===== src/rtl/mat_vec_loader.sv =====
//------------------------------------------------------------------------------
// Module   : mat_vec_loader
// Purpose  : Host-side feeder/collector for the 8-lane matrix-vector
//            multiplier. On start it clears the multiplier accumulators,
//            reads an 8x8 matrix A (8 row words) and vector B (1 word) from
//            word-addressed memory, pushes A column by column together with
//            B[j] into the multiplier FIFOs, waits for a rising edge of the
//            multiplier done level and latches the eight results.
// Ports    : clk, rst                - clock, synchronous active-high reset
//            start, base_addr        - operation request and A row-0 address
//            busy, done, result[7:0] - status and latched results
//            mem_*                   - read-only memory master, one read
//                                      outstanding at a time
//            mvm_clr, mvm_a_*/mvm_b_* - accumulator clear and FIFO writes
//            mvm_done, mvm_out[7:0]  - multiplier done level and results
// Revision : 1.0 - initial release
//------------------------------------------------------------------------------
`default_nettype none

module mat_vec_loader #(
  parameter int DATA_WIDTH = 8,
  parameter int ADDR_WIDTH = 32
) (
  input  logic                      clk,
  input  logic                      rst,
  input  logic                      start,
  input  logic [ADDR_WIDTH-1:0]     base_addr,
  output logic                      busy,
  output logic                      done,
  output logic [3*DATA_WIDTH-1:0]   result [7:0],
  output logic [ADDR_WIDTH-1:0]     mem_address,
  output logic                      mem_read,
  input  logic                      mem_waitrequest,
  input  logic [8*DATA_WIDTH-1:0]   mem_readdata,
  input  logic                      mem_readdatavalid,
  output logic                      mvm_clr,
  output logic                      mvm_a_wren,
  output logic [DATA_WIDTH-1:0]     mvm_a_fifo_in [7:0],
  output logic                      mvm_b_wren,
  output logic [DATA_WIDTH-1:0]     mvm_b_fifo_in,
  input  logic                      mvm_done,
  input  logic [3*DATA_WIDTH-1:0]   mvm_out [7:0]
);

  localparam int WORD_W = 8 * DATA_WIDTH;
  localparam int RES_W  = 3 * DATA_WIDTH;

  typedef enum logic [2:0] {
    S_IDLE      = 3'd0,
    S_REQ       = 3'd1,
    S_WAIT      = 3'd2,
    S_PUSH      = 3'd3,
    S_WAIT_DONE = 3'd4,
    S_CAPTURE   = 3'd5
  } state_t;

  state_t                  state_q, state_d;
  logic [3:0]              k_q, k_d;           // word counter 0..8
  logic [2:0]              j_q, j_d;           // column counter 0..7
  logic [ADDR_WIDTH-1:0]   base_q, base_d;
  logic                    done_prev_q, done_prev_d;
  logic [WORD_W-1:0]       rows_q [7:0];
  logic [WORD_W-1:0]       rows_d [7:0];
  logic [WORD_W-1:0]       bvec_q, bvec_d;
  logic [RES_W-1:0]        result_q [7:0];
  logic [RES_W-1:0]        result_d [7:0];

  logic                    busy_q, busy_d;
  logic                    done_q, done_d;
  logic                    mem_read_q, mem_read_d;
  logic [ADDR_WIDTH-1:0]   mem_address_q, mem_address_d;
  logic                    mvm_clr_q, mvm_clr_d;
  logic                    a_wren_q, a_wren_d;
  logic                    b_wren_q, b_wren_d;
  logic [DATA_WIDTH-1:0]   a_fifo_q [7:0];
  logic [DATA_WIDTH-1:0]   a_fifo_d [7:0];
  logic [DATA_WIDTH-1:0]   b_fifo_q, b_fifo_d;

  // Column presented on the FIFO inputs in the next cycle and the B word it
  // comes from (the B word is bypassed from memory on the first column since
  // it arrives in the same cycle the push starts).
  logic [2:0]              col;
  logic [WORD_W-1:0]       bsrc;
  logic                    push_load;
  logic [ADDR_WIDTH-1:0]   next_addr;

  assign next_addr = base_q + {{(ADDR_WIDTH-4){1'b0}}, k_q + 4'd1};

  always_comb begin
    state_d       = state_q;
    k_d           = k_q;
    j_d           = j_q;
    base_d        = base_q;
    done_prev_d   = done_prev_q;
    rows_d        = rows_q;
    bvec_d        = bvec_q;
    result_d      = result_q;
    busy_d        = busy_q;
    done_d        = 1'b0;
    mem_read_d    = 1'b0;
    mem_address_d = '0;
    mvm_clr_d     = 1'b0;
    a_wren_d      = 1'b0;
    b_wren_d      = 1'b0;
    b_fifo_d      = '0;
    for (int i = 0; i < 8; i++) begin
      a_fifo_d[i] = '0;
    end
    col       = 3'd0;
    bsrc      = bvec_q;
    push_load = 1'b0;

    case (state_q)
      S_IDLE: begin
        if (start) begin
          base_d        = base_addr;
          k_d           = 4'd0;
          done_prev_d   = mvm_done;
          busy_d        = 1'b1;
          mvm_clr_d     = 1'b1;
          mem_read_d    = 1'b1;
          mem_address_d = base_addr;
          state_d       = S_REQ;
        end
      end
      S_REQ: begin
        if (mem_waitrequest) begin
          mem_read_d    = 1'b1;
          mem_address_d = mem_address_q;
        end else begin
          state_d = S_WAIT;
        end
      end
      S_WAIT: begin
        if (mem_readdatavalid) begin
          if (k_q == 4'd8) begin
            bvec_d    = mem_readdata;
            bsrc      = mem_readdata;
            j_d       = 3'd0;
            col       = 3'd0;
            push_load = 1'b1;
            state_d   = S_PUSH;
          end else begin
            rows_d[k_q[2:0]] = mem_readdata;
            k_d              = k_q + 4'd1;
            mem_read_d       = 1'b1;
            mem_address_d    = next_addr;
            state_d          = S_REQ;
          end
        end
      end
      S_PUSH: begin
        if (j_q == 3'd7) begin
          state_d = S_WAIT_DONE;
        end else begin
          j_d       = j_q + 3'd1;
          col       = j_q + 3'd1;
          push_load = 1'b1;
        end
      end
      S_WAIT_DONE: begin
        done_prev_d = mvm_done;
        // Only a fresh rising edge counts; a level left high by a previous
        // run was captured into done_prev at start.
        if (mvm_done && !done_prev_q) begin
          result_d = mvm_out;
          done_d   = 1'b1;
          busy_d   = 1'b0;
          state_d  = S_CAPTURE;
        end
      end
      S_CAPTURE: begin
        state_d = S_IDLE;
      end
      default: begin
        state_d = S_IDLE;
      end
    endcase

    // Lane i gets A[i][col]: byte col of row word i (transpose on the fly).
    if (push_load) begin
      a_wren_d = 1'b1;
      b_wren_d = 1'b1;
      b_fifo_d = bsrc[int'(col)*DATA_WIDTH +: DATA_WIDTH];
      for (int i = 0; i < 8; i++) begin
        a_fifo_d[i] = rows_d[i][int'(col)*DATA_WIDTH +: DATA_WIDTH];
      end
    end
  end

  always_ff @(posedge clk) begin
    if (rst) begin
      state_q       <= S_IDLE;
      k_q           <= '0;
      j_q           <= '0;
      base_q        <= '0;
      done_prev_q   <= 1'b0;
      bvec_q        <= '0;
      busy_q        <= 1'b0;
      done_q        <= 1'b0;
      mem_read_q    <= 1'b0;
      mem_address_q <= '0;
      mvm_clr_q     <= 1'b0;
      a_wren_q      <= 1'b0;
      b_wren_q      <= 1'b0;
      b_fifo_q      <= '0;
      for (int i = 0; i < 8; i++) begin
        rows_q[i]   <= '0;
        result_q[i] <= '0;
        a_fifo_q[i] <= '0;
      end
    end else begin
      state_q       <= state_d;
      k_q           <= k_d;
      j_q           <= j_d;
      base_q        <= base_d;
      done_prev_q   <= done_prev_d;
      bvec_q        <= bvec_d;
      busy_q        <= busy_d;
      done_q        <= done_d;
      mem_read_q    <= mem_read_d;
      mem_address_q <= mem_address_d;
      mvm_clr_q     <= mvm_clr_d;
      a_wren_q      <= a_wren_d;
      b_wren_q      <= b_wren_d;
      b_fifo_q      <= b_fifo_d;
      for (int i = 0; i < 8; i++) begin
        rows_q[i]   <= rows_d[i];
        result_q[i] <= result_d[i];
        a_fifo_q[i] <= a_fifo_d[i];
      end
    end
  end

  assign busy          = busy_q;
  assign done          = done_q;
  assign result        = result_q;
  assign mem_address   = mem_address_q;
  assign mem_read      = mem_read_q;
  assign mvm_clr       = mvm_clr_q;
  assign mvm_a_wren    = a_wren_q;
  assign mvm_a_fifo_in = a_fifo_q;
  assign mvm_b_wren    = b_wren_q;
  assign mvm_b_fifo_in = b_fifo_q;

endmodule

`default_nettype wire


===== config.mk =====
export PLATFORM = sky130hd
export DESIGN_NAME = mat_vec_loader
export DESIGN_NICKNAME = d
export VERILOG_FILES = /design/src/rtl/mat_vec_loader.sv
export SDC_FILE = /design/constraint.sdc
export NUM_CORES = 2
export LEC_CHECK = 0
export CORE_MARGIN = 2
export CORE_UTILIZATION = 55
export DETAILED_ROUTE_END_ITERATION = 16
export PLACE_DENSITY_LB_ADDON = 0.3
export SLEW_MARGIN = 20
export SYNTH_ARGS = -nofsm -noshare
export SYNTH_HDL_FRONTEND = slang
export SYNTH_SLANG_ARGS = --single-unit

===== constraint.sdc =====
create_clock -name clk -period 5.8 [get_ports clk]
set_input_delay 0.58 -clock clk [delete_from_list [all_inputs] [get_ports clk]]
set_output_delay 0.58 -clock clk [all_outputs]
set_load 0.05 [all_outputs]

Word level (Yosys, flattened, before mapping)
Index checks and enable logic that the tools add are counted.

cells by class
  add/subtract/negate cells = 3
  order comparisons = 2
  eq/ne operators = 14
  shift-type cells = 9
  multiplexer cells = 47
  bitwise gates (word level) = 3
  reduce and logical (&&, ||, !) cells = 17

operators with widths
  operator                                                          count
  512-bit 2-to-1 mux                                                3
  64-bit by 7-bit indexed part select with 8-bit output             9
  512-bit bitwise mux                                               1
  64-bit 2-to-1 mux                                                 4
  64-bit demux with 3-bit select                                    1
  32-bit 2-to-1 mux                                                 4
  32-bit case mux with 3 select lines                               1
  32-bit by 4-bit adder with 32-bit output                          1
  3-bit 2-to-1 mux                                                  10
  2-bit inequality test (second input constant)                     8
  3-bit case mux with 5 select lines                                1
  1-bit 2-to-1 mux                                                  12
  4-bit 2-to-1 mux                                                  3
  4-bit case mux with 2 select lines                                1
  4-bit AND reduction                                               2
  3-bit by 2-bit == test with 1-bit output (second input constant)  2
  3-bit == test (second input constant)                             2
  1-bit case mux with 2 select lines                                3
  3-bit case mux with 2 select lines                                1
  2-bit AND reduction                                               3
  2-bit nonzero test                                                3
  2-bit OR reduction                                                3
  5-bit AND reduction                                               1
  4-bit by 1-bit adder with 4-bit output (second input constant)    1
  other kinds (12)                                                  15

word-level totals
  register bits after elaboration = 920
  bits of input ports = 294
  logic and storage cells = 132

Depth between registers and ports, before layout
  word-level depth = 9
  mapped depth = 12
  mapped depth without buffers = 9

Worst setup path after synthesis
No wires, ideal clock.

  path type = register to register
  from = register k_q[0]
  to = register mem_address_q[5] (netlist: mem_address[5])
  arrival time = 2589 ps
  required time = 5672 ps
  path slack = 3084 ps
  stages on the path, launching flop included = 13
  path buffers = 3
  path through = dfxtp_1 > clkbuf_1 > and2_1 > buf_2 > nand2_1 > xnor2_1 > ha_1 > a21o_1 > a2bb2oi_1 > clkbuf_1 > xnor2_1 > a222oi_1 > nor2_1

on the way
  cells in the longest elaborated chain, start to end = 5

ends and longest elaborated chain
  item                                      line  RTL
  from (decl)                               58    logic [3:0] k_q, k_d;
  from (signal assigned)                    214   k_q <= k_d;
  4-bit by 1-bit adder with 4-bit output    87    assign next_addr = base_q + {{(ADDR_WIDTH-4){1'b0}}, k_q + 4'd1};
  32-bit by 4-bit adder with 32-bit output  87
  32-bit 2-to-1 mux *                       136   if (k_q == 4'd8) begin
  32-bit 2-to-1 mux *                       135   if (mem_readdatavalid) begin
  32-bit case mux with 3 select lines *     113   case (state_q)
  to (signal assigned)                      222   mem_address_q <= mem_address_d;
  to (decl)                                 71    logic [ADDR_WIDTH-1:0] mem_address_q, mem_address_d;

Every way passes the cells marked *; elsewhere a longest branch is shown, timed or not.
A chain may end at the register's enable or synchronous reset.

Worst setup path in the final report
  from = register j_q[0]
  to = register a_fifo_q, in the netlist mvm_a_fifo_in[42]

on the way
  cells in the longest elaborated chain, start to end = 5

ends and longest elaborated chain
  item                                                                                            line  RTL
  from (decl)                                                                                     59    logic [2:0] j_q, j_d;
  from (signal assigned)                                                                          215   j_q <= j_d;
  parallel branches: the longest is 5 deep, another holds 3-bit by 1-bit adder with 3-bit output  --
  to (signal, indexed assignment)                                                                 230   a_fifo_q[i] <= a_fifo_d[i];
  to (decl)                                                                                       75    logic [DATA_WIDTH-1:0] a_fifo_q [7:0];

Several ways; the timed one is not identified.

==> reports/qor.json <==
{
  "outcome": {
    "outcome": "complete, no violations"
  },
  "floorplanning": {
    "floorplan.core_area_mm2": 0.0675,
    "chipHeight_um": 266,
    "starting_density": 0.558,
    "io_pins": 596,
    "die-area_mm2": 0.0706,
    "fp.dieW_um": 266,
    "floorplan.rows": 95
  },
  "cts": {
    "clk_pin_slew_ns": 0.06,
    "cts_setup_buffers": 0,
    "cts-resized-gates": 0,
    "ctsHtreeMaxLevel": 3,
    "clock_path_buffers": 3,
    "clkSinkCount": 920,
    "clk_latency_ns": 0.68,
    "cts_root_buf": "clkbuf_16",
    "cts.hold.buffers_added": 0,
    "numCtsBuffers": 94,
    "tritoncts": "yes"
  },
  "final_layout": {
    "drive_above_1_share": 0.0792,
    "area_growth_pct": 25.7,
    "layout_nets": 5318
  },
  "detailed_routing": {
    "route.top_layer_used": "met5",
    "vias": 37300,
    "detail_route.vias_per_cell": 6.26,
    "post-route-drc-count": 0,
    "met2_layer_wire_length_in_the_routed_design_um": 63200,
    "drt-pass1-iter-count": 8,
    "dr.first_iter.drc_count": 5966,
    "drt.antenna.violating_nets": 0,
    "detailroute.wirelength.met3_um": 22300,
    "routedWlPerCell_um": 25.6,
    "route.layer.met1.wl_um": 54500,
    "routed_wl_um": 153000
  },
  "synthesis": {
    "netlist.area_leader.share": 0.489,
    "synth_cell_type_count": 83,
    "top_cells_by_area_in_the_synthesized_netlist": "dfxtp_1 49%, nand2_1 16%, a21oi_1 11%",
    "synth-edff-count": 0,
    "ys.warnings.count": 0,
    "syn_area_per_cell_um2": 8.08,
    "synth_ff_type": "dfxtp_1",
    "yosys_register_bits": 920,
    "synth_top_cell_by_area": "dfxtp_1",
    "netlist_area_mm2": 0.0376,
    "synth_seq_area_share": 0.489,
    "postSynth.asyncResetShare": 0,
    "synth_fp_nets": 4961,
    "synthCells": 4658
  },
  "timing": {
    "slew_headroom": 0.136,
    "setup-tns-final_ns": 0,
    "highest_achievable_clock_rate_mhz": 256,
    "report.final.setup_viol": 0,
    "final_number_of_hold_violating_endpoints": 0,
    "finalMaxSlewViolations": 0,
    "period_minus_slack_ns": 3.91,
    "worst_pin_slew_ns": 1.29,
    "finalCritPeriodShare": 0.674,
    "rsz0062_at_grt": "false",
    "fin_worst_skew_ns": 0.0301
  },
  "place": {
    "port_buffers": 595,
    "gpl.final_weighted_congestion": 0.952,
    "hpwlAfterDp_um": 99000
  },
  "global_routing": {
    "grt_max_degree": 194,
    "first_global_vias": 34200,
    "grt_util_all_layers": 0.418,
    "total_overflow_reported_by_the_global_router": 0,
    "grt_antenna_before_repair": 15,
    "grt_pass1_wl_um": 220000
  },
  "power": {
    "ir_worst_vdd_mv": 0.308,
    "total_leakage_power_nw": 16.0,
    "p_per_area_mw_per_mm2": 304,
    "post-layout-total-power_mw": 14.4
  },
  "critical_path": {
    "worstPathArrival_ns": 4.46,
    "worstSetupPathType": "flip-flop to flip-flop",
    "crit_path_start_kind": "flip-flop",
    "worstPathRequired_ns": 6.35,
    "critical_path_peak_fanout": 33,
    "worstSetupEndpointType": "flip-flop"
  },
  "job": {
    "max_cap_viols": 0
  },
  "min_path": {
    "hold_path_class": "primary input to flip-flop"
  }
}
==> layout make-up <==
| class | instances | area, um2 |
|---|---|---|
| Inverter | 10 | 37.5 |
| Fill cell | 5192 | 20200 |
| Timing Repair Buffer | 714 | 6960 |
| Tap cell | 873 | 1090 |
| Clock buffer | 130 | 2730 |
| Multi-Input combinational cell | 3275 | 17500 |
| Clock inverter | 40 | 607 |
| Antenna cell | 8 | 20.0 |
| Sequential cell | 920 | 18400 |
==> state kept, by name, indices dropped and copies added, names as in the netlist, 3 cells and up <==
signal,flops
j_q,3
state_q,3
mvm_a_fifo_in,64
mem_address,32
result,192
bvec_q,64
rows_q,512
mvm_b_fifo_in,8
k_q,4
base_q,32
==> logic make-up after synthesis <==
kind of cell               after synthesis  synth area share
AOI/OAI and AO/OA                     1168             0.178
xor gates and xnor gates                27           0.00628
adders and majority gates                9           0.00319
buffers and inverters                  463            0.0512
DFF                                    920             0.489
muxes                                  139            0.0622
and+or+nand+nor                       1932             0.210
==> report_power, final <==
| part | internal [mW] | leakage, nW | total [mW] | switching, mW |
|---|---|---|---|---|
| Combinational | 0.464 | 6.90 | 1.35 | 0.884 |
| Sequential | 6.41 | 7.42 | 6.51 | 0.0965 |
| Clock | 3.88 | 1.64 | 6.55 | 2.66 |
| Total | 10.8 | 16.0 | 14.4 | 3.64 |
==> per-stage QoR <==
step                worst slack (ns)  area (um2)  hold slack [ns]   util  instances
floorplan                       3.08       37600            0.432      -       4658
global placement                2.08       44000            0.437  0.652       5792
detailed placement              2.04       44000            0.443  0.651       5792
CTS                             2.01       47300            0.325  0.701       5962
global route                    1.83       47300            0.372  0.701       5963
finish                          1.89       47300            0.326  0.701       5970
==> cells in the mapped netlist (all sizes together), types with 4 or more instances <==
master and instances:
o31ai 22, nor3 15, mux2i 53, a211o 7, a31oi 27, nor3b 5, and3 55, nor4bb 5
xnor2 23, and2 6, o211ai 11, a221oi 7, nor2b 6, ha 8, nand4bb 4, inv 10
nor4b 9, mux2 11, a222oi 6, a21oi 829, nand3 64, o31a 7, or2 5, nor4 6
nand2 1612, o21ai 37, a21o 9, nor2 85, or3 4, a22o 24, o22ai 27, and4 4
a2111oi 7, xor2 4, clkbuf 335, a211oi 69, o211a 7, nand2b 5, buf 118, a22oi 38
dfxtp 920, nand4 28, mux4 75, a32o 4
==> cells in the final DEF (no fill, tap or decap), drive strengths merged, types with 11 or more instances in the layout <==
cell type      instances
nand2               1612
dfxtp                920
a21oi                829
clkdlybuf4s50        593
clkbuf               130
buf                  121
nor2                  85
mux4                  75
a211oi                69
nand3                 64
and3                  55
mux2i                 53
a22oi                 38
o21ai                 37
nand4                 28
o22ai                 27
a31oi                 27
a22o                  24
xnor2                 23
o31ai                 22
clkinv                21
nor3                  15
bufinv                13
inv                   13
o211ai                11
mux2                  11
==> worst max-delay path, stage by stage (launching register included) <==
cell	delay, ns
dfxtp_1	0.57
ha_1	0.36
ha_1	0.29
and4bb_2	0.88
nand2_2	0.52
buf_4	0.43
a211oi_1	0.32
a31oi_1	0.11
a22o_1	0.27
==> per-layer routing <==
| layer | vias up | GRT usage |
|---|---|---|
| met1 | 17600 | 0.526 |
| met2 | 2619 | 0.590 |
| met5 | - | 0 |
| li1 | 16500 | - |
| met4 | 20 | 0.302 |
| met3 | 660 | 0.152 |
==> final timing paths <==
path | start | end | slack, ns | cells after the start
worst max-delay path | j_q[0] | mvm_a_fifo_in[42] | 1.89 | 8
worst min-delay path | rst | mem_address[4] | 0.33 | 2
worst max register to register | j_q[0] | mvm_a_fifo_in[42] | 1.89 | 8
worst min register to register | rows_q[330] | rows_q[330] | 0.45 | 2
Note: power is estimated with default switching activity, not from simulation.
